File: config.mk
export PLATFORM = sky130hd
export DESIGN_NAME = mux2_rr_arbiter
export DESIGN_NICKNAME = d
export VERILOG_FILES = /design/src/rtl/mux2_rr_arbiter.sv
export SDC_FILE = /design/constraint.sdc
export NUM_CORES = 1
export LEC_CHECK = 0
export ABC_AREA = 0
export BUFFER_PORTS_ARGS = -buffer_cell sky130_fd_sc_hd__buf_2
export CORE_MARGIN = 2
export CORE_UTILIZATION = 42
export CTS_BUF_LIST = sky130_fd_sc_hd__clkbuf_16
export DETAILED_ROUTE_END_ITERATION = 6
export PLACE_DENSITY = 0.77
export SLEW_MARGIN = 5
export SYNTH_ARGS = -nofsm -noshare
export SYNTH_HDL_FRONTEND = slang
export SYNTH_SLANG_ARGS = --single-unit
File: constraint.sdc
create_clock -name clk -period 2.35 [get_ports clk]
set_input_delay 0.235 -clock clk [delete_from_list [all_inputs] [get_ports clk]]
set_output_delay 0.235 -clock clk [all_outputs]
set_load 0.05 [all_outputs]
File: src/rtl/mux2_rr_arbiter.sv
// Round-robin arbiter sharing one valid/ready output between requesters A and B, burst-capped per grant.
// Latency: request seen in IDLE -> grant registered on next edge -> earliest beat accepted 1 cycle after req.
// Backpressure: out_ready low holds grant and burst count; a side only loses the grant via accepted beats or dropping req.
module mux2_rr_arbiter #(
  parameter int DATA_W    = 8,
  parameter int MAX_BURST = 4
) (
  input  logic              clk,
  input  logic              rst_n,
  input  logic              req_a,
  input  logic [DATA_W-1:0] data_a,
  input  logic              req_b,
  input  logic [DATA_W-1:0] data_b,
  input  logic              out_ready,
  output logic              out_valid,
  output logic [DATA_W-1:0] out_data,
  output logic              sel,
  output logic              grant_a,
  output logic              grant_b,
  output logic              ack_a,
  output logic              ack_b
);

  localparam int CNT_W = $clog2(MAX_BURST + 1);

  localparam logic [1:0] IDLE  = 2'd0;
  localparam logic [1:0] GNT_A = 2'd1;
  localparam logic [1:0] GNT_B = 2'd2;

  // last_q remembers the side most recently served; 1 (B) out of reset so A wins the first tie
  localparam logic SIDE_A = 1'b0;
  localparam logic SIDE_B = 1'b1;

  localparam logic [CNT_W-1:0] CNT_CAP = CNT_W'(MAX_BURST - 1);

  logic [1:0]       state_q, state_d;
  logic             sel_q, sel_d;
  logic             last_q, last_d;
  logic [CNT_W-1:0] cnt_q, cnt_d;
  logic             accept;
  logic             cap_hit;

  assign grant_a   = (state_q == GNT_A);
  assign grant_b   = (state_q == GNT_B);
  assign out_valid = (grant_a & req_a) | (grant_b & req_b);
  assign out_data  = out_valid ? (sel_q ? data_b : data_a) : '0;
  assign sel       = sel_q;
  assign ack_a     = grant_a & req_a & out_ready;
  assign ack_b     = grant_b & req_b & out_ready;
  assign accept    = out_valid & out_ready;
  assign cap_hit   = (cnt_q == CNT_CAP);

  // Next-state: grant selection, burst counting and handover between sides
  always_comb begin
    state_d = state_q;
    sel_d   = sel_q;
    last_d  = last_q;
    cnt_d   = cnt_q;
    case (state_q)
      IDLE: begin
        if (req_a && (!req_b || last_q == SIDE_B)) begin
          state_d = GNT_A;
          sel_d   = SIDE_A;
          cnt_d   = '0;
        end else if (req_b) begin
          state_d = GNT_B;
          sel_d   = SIDE_B;
          cnt_d   = '0;
        end
      end
      GNT_A: begin
        if (!req_a || (accept && cap_hit && req_b)) begin
          last_d = SIDE_A;
          cnt_d  = '0;
          if (req_b) begin
            state_d = GNT_B;
            sel_d   = SIDE_B;
          end else begin
            state_d = IDLE;
          end
        end else if (accept && !cap_hit) begin
          // at the cap with nobody waiting the count saturates and A keeps going
          cnt_d = cnt_q + CNT_W'(1);
        end
      end
      GNT_B: begin
        if (!req_b || (accept && cap_hit && req_a)) begin
          last_d = SIDE_B;
          cnt_d  = '0;
          if (req_a) begin
            state_d = GNT_A;
            sel_d   = SIDE_A;
          end else begin
            state_d = IDLE;
          end
        end else if (accept && !cap_hit) begin
          cnt_d = cnt_q + CNT_W'(1);
        end
      end
      default: begin
        state_d = IDLE;
        sel_d   = SIDE_A;
        cnt_d   = '0;
      end
    endcase
  end

  // Arbiter state registers
  always_ff @(posedge clk or negedge rst_n) begin
    if (!rst_n) begin
      state_q <= IDLE;
      sel_q   <= SIDE_A;
      last_q  <= SIDE_B;
      cnt_q   <= '0;
    end else begin
      state_q <= state_d;
      sel_q   <= sel_d;
      last_q  <= last_d;
      cnt_q   <= cnt_d;
    end
  end

endmodule

==> reports/summary.json <==
{
  "setup_viol": {"value": 0},
  "ctsRootBufferMaster": {"value": "clkbuf_16"},
  "yosys_register_bits": {"value": 7},
  "die_h": {"value": 42.4, "unit": "um"},
  "antennaDiodeCount": {"value": 0},
  "synth.cell_area": {"value": 618, "unit": "um2"},
  "post_synth_xor_area_fraction": {"value": 1.42, "unit": "%"},
  "final_common_cell": {"value": "buf_2"},
  "critPathKind": {"value": "flip-flop to output pin"},
  "insertion_delay": {"value": 0.23, "unit": "ns"},
  "boundaryPins": {"value": 35},
  "post-route-worst-setup-slack": {"value": 0.274, "unit": "ns"},
  "maxClockFrequency": {"value": 0.482, "unit": "GHz"},
  "synth_simple_gate_area_share": {"value": 17.6, "unit": "%"},
  "arrival": {"value": 1.84, "unit": "ns"},
  "netlist-cell-type-count": {"value": 21},
  "maximum_number_of_pins_on_one_net_before_global_route_repair": {"value": 11},
  "place_inst": {"value": 115},
  "synth_top_family_by_area": {"value": "compound AO/OA/AOI/OAI gates"},
  "sequential_to_total_area_share_from_yosys_stat": {"value": 28.5, "unit": "%"},
  "area_delta_synth_final": {"value": 44.1, "unit": "%"},
  "drc_errors": {"value": 0},
  "layout.nets": {"value": 133},
  "timing.setup.tns": {"value": 0, "unit": "ns"},
  "row_count": {"value": 13},
  "overflow": {"value": 0},
  "io_buffer_count": {"value": 34},
  "dpl.hpwl": {"value": 1.20, "unit": "mm"},
  "clk_pin_slew_worst_paths": {"value": 0.04, "unit": "ns"},
  "synth-warning-count": {"value": 0},
  "hold_path.class": {"value": "input port to async pin"},
  "first_global_vias": {"value": 630},
  "drtPass1Iterations": {"value": 4},
  "post-route-period-util": {"value": 88.4, "unit": "%"},
  "start_util": {"value": 46.3, "unit": "%"},
  "fin_crit": {"value": 2.08, "unit": "ns"},
  "critPathMaxFanout": {"value": 10},
  "nFillCells": {"value": 114},
  "antenna_left": {"value": 0},
  "seq_area": {"value": 176, "unit": "um2"},
  "finish.cell_count_without_fillers": {"value": 120},
  "ctsHtreeMaxLevel": {"value": 1},
  "multi_input_comb_area": {"value": 407, "unit": "um2"},
  "worst-slew-pin-transition": {"value": 0.529, "unit": "ns"},
  "irDropWorstVdd": {"value": 824, "unit": "uV"},
  "element_type_at_the_critical_path_start": {"value": "flip-flop"},
  "core_region_area": {"value": 1330, "unit": "um2"},
  "fin_hold_ws": {"value": 0.380, "unit": "ns"},
  "place.gp.congestion": {"value": 0.845},
  "synth_compound_area_share": {"value": 18.4, "unit": "%"},
  "cts_buffer_depth": {"value": 2},
  "grt_setup_unrepaired": {"value": "no"},
  "dp_worst_setup_slack": {"value": 0.537, "unit": "ns"},
  "grt_antenna_before_repair": {"value": 0},
  "synthAdderAreaFrac": {"value": 12.1, "unit": "%"},
  "cts_repair_resize_count": {"value": 0},
  "kind_of_end_point_of_the_critical_path": {"value": "output pin"},
  "synthCells": {"value": 67},
  "tritoncts": {"value": "built"},
  "fin_total_pwr": {"value": 1140, "unit": "uW"},
  "wirelength_per_cell": {"value": 14.1, "unit": "um"},
  "timing.final.hold_violations": {"value": 0},
  "total_grt_usage": {"value": 20.2, "unit": "%"},
  "die_area": {"value": 1790, "unit": "um2"},
  "worst_slew_margin_rel": {"value": 64.7, "unit": "%"},
  "final.setup_skew": {"value": 0.00242, "unit": "ns"},
  "timing.final.max_slew_violations": {"value": 0},
  "most_frequent_cells_in_the_layout": {"value": "34 x buf_2, 10 x mux2i_1, 10 x nor2_1"},
  "per_instance_average_area_after_synthesis": {"value": 9.23, "unit": "um2"},
  "grt_first_pass_wirelength": {"value": 2.82, "unit": "mm"},
  "drt_first_iter_violations": {"value": 6},
  "clock-sinks": {"value": 7},
  "power.static_leakage": {"value": 0.000491, "unit": "uW"},
  "pwr_density_cell": {"value": 1280, "unit": "nW/um2"},
  "cts-buffers-inserted": {"value": 3},
  "dieWidth": {"value": 42.4, "unit": "um"},
  "synthesis.nets": {"value": 94},
  "drv.max_cap_violation_count": {"value": 0},
  "drt-vias-per-instance": {"value": 5.11},
  "outcome": {"value": "completed"},
  "synth.area.mux_share": {"value": 16.2, "unit": "%"},
  "critPathRequiredTime": {"value": 2.12, "unit": "ns"},
  "vias": {"value": 613},
  "routed_wirelength": {"value": 1.69, "unit": "mm"},
  "post_route_cells_drive_above_1_share": {"value": 40.0, "unit": "%"}
}
[final timing paths]
kind                             from          end  slack, ns  cells after the start
max                        state_q[0]  out_data[5]       0.27                      5
min                             rst_n     cnt_q[0]       0.38                      2
max reg2reg                  cnt_q[0]     cnt_q[2]       0.46                      6
min reg2reg                  cnt_q[1]     cnt_q[1]       0.54                      2
max in group asynchronous       rst_n       last_q       1.74                      2
min in group clk                req_b   state_q[1]       0.39                      3
[sequential cells by signal, summed over array words and instances, names as in the netlist]
| register | count |
|---|---|
| cnt_q | 3 |
| state_q | 2 |
| last_q | 1 |
| sel | 1 |
[cells by family after synthesis]
kind of cell / after synthesis
xor+xnor: 1
flops: 7
mux: 10
compound gates: 14
simple gates: 20
buf+inv: 9
fa+ha+maj: 6
[per-stage QoR]
step	util (%)	area [um2]
6_report	66.8	891
5_1_grt	66.8	891
4_1_cts	66.8	891
3_5_place_dp	60.1	802
3_3_place_gp	60.1	802
2_1_floorplan	-	618
[cell type report]
class,count,share of cell area (%)
multi-input cells,51,45.6
inverters,8,3.37
flip-flops and latches,7,19.8
clock inverters,1,0.421
repair buffers,35,20.2
well taps,15,2.11
clock buffers,3,8.43
[power by group]
part / internal [uW] / switching [uW] / total, uW
clock: 221 / 60.8 / 282
combinational: 198 / 437 / 635
sequential: 161 / 58.0 / 219
total: 580 / 556 / 1140
[critical path, cell delays in order, from the launching register on]
cell     delay (ns)
dfrtp_1        0.38
inv_1          0.09
ha_1           0.30
a22oi_2        0.51
nor2_1         0.10
buf_2          0.23
[what timing repair did]
action / 4_1_cts / 5_1_grt
setup buffers: 0 / 0
hold buffers: 1 / 0
hold endpoints to repair: 6 / 0
[metal layers]
layer | global-route usage, % | wire length [um] | vias to the layer above
met3 | 3.02 | 91 | 0
li1 | - | - | 310
met4 | 5.00 | 0 | 0
met2 | 38.5 | 906 | 18
met1 | 23.0 | 692 | 285
met5 | 0 | 0 | -
[synth_stat cells]
library cell | count | share of area, %
mux2i_1 | 10 | 16
nor2_1 | 10 | 6.1
inv_1 | 8 | 4.9
dfrtp_1 | 6 | 24
ha_1 | 6 | 12
a21oi_1 | 4 | 3.2
and3_1 | 4 | 4.0
o21ai_0 | 4 | 3.2
nand2_1 | 2 | 1.2
o41ai_1 | 2 | 2.8
a211oi_1 | 1 | 1.2
a22oi_2 | 1 | 2.0
a2bb2oi_1 | 1 | 1.4
and3_2 | 1 | 1.2
buf_2 | 1 | 0.81
dfstp_2 | 1 | 4.3
nand2b_1 | 1 | 1.0
nor2b_1 | 1 | 1.0
nor3b_4 | 1 | 3.0
o32ai_4 | 1 | 4.5
xnor2_1 | 1 | 1.4
No activity file was read; power rests on OpenSTA's default activity.
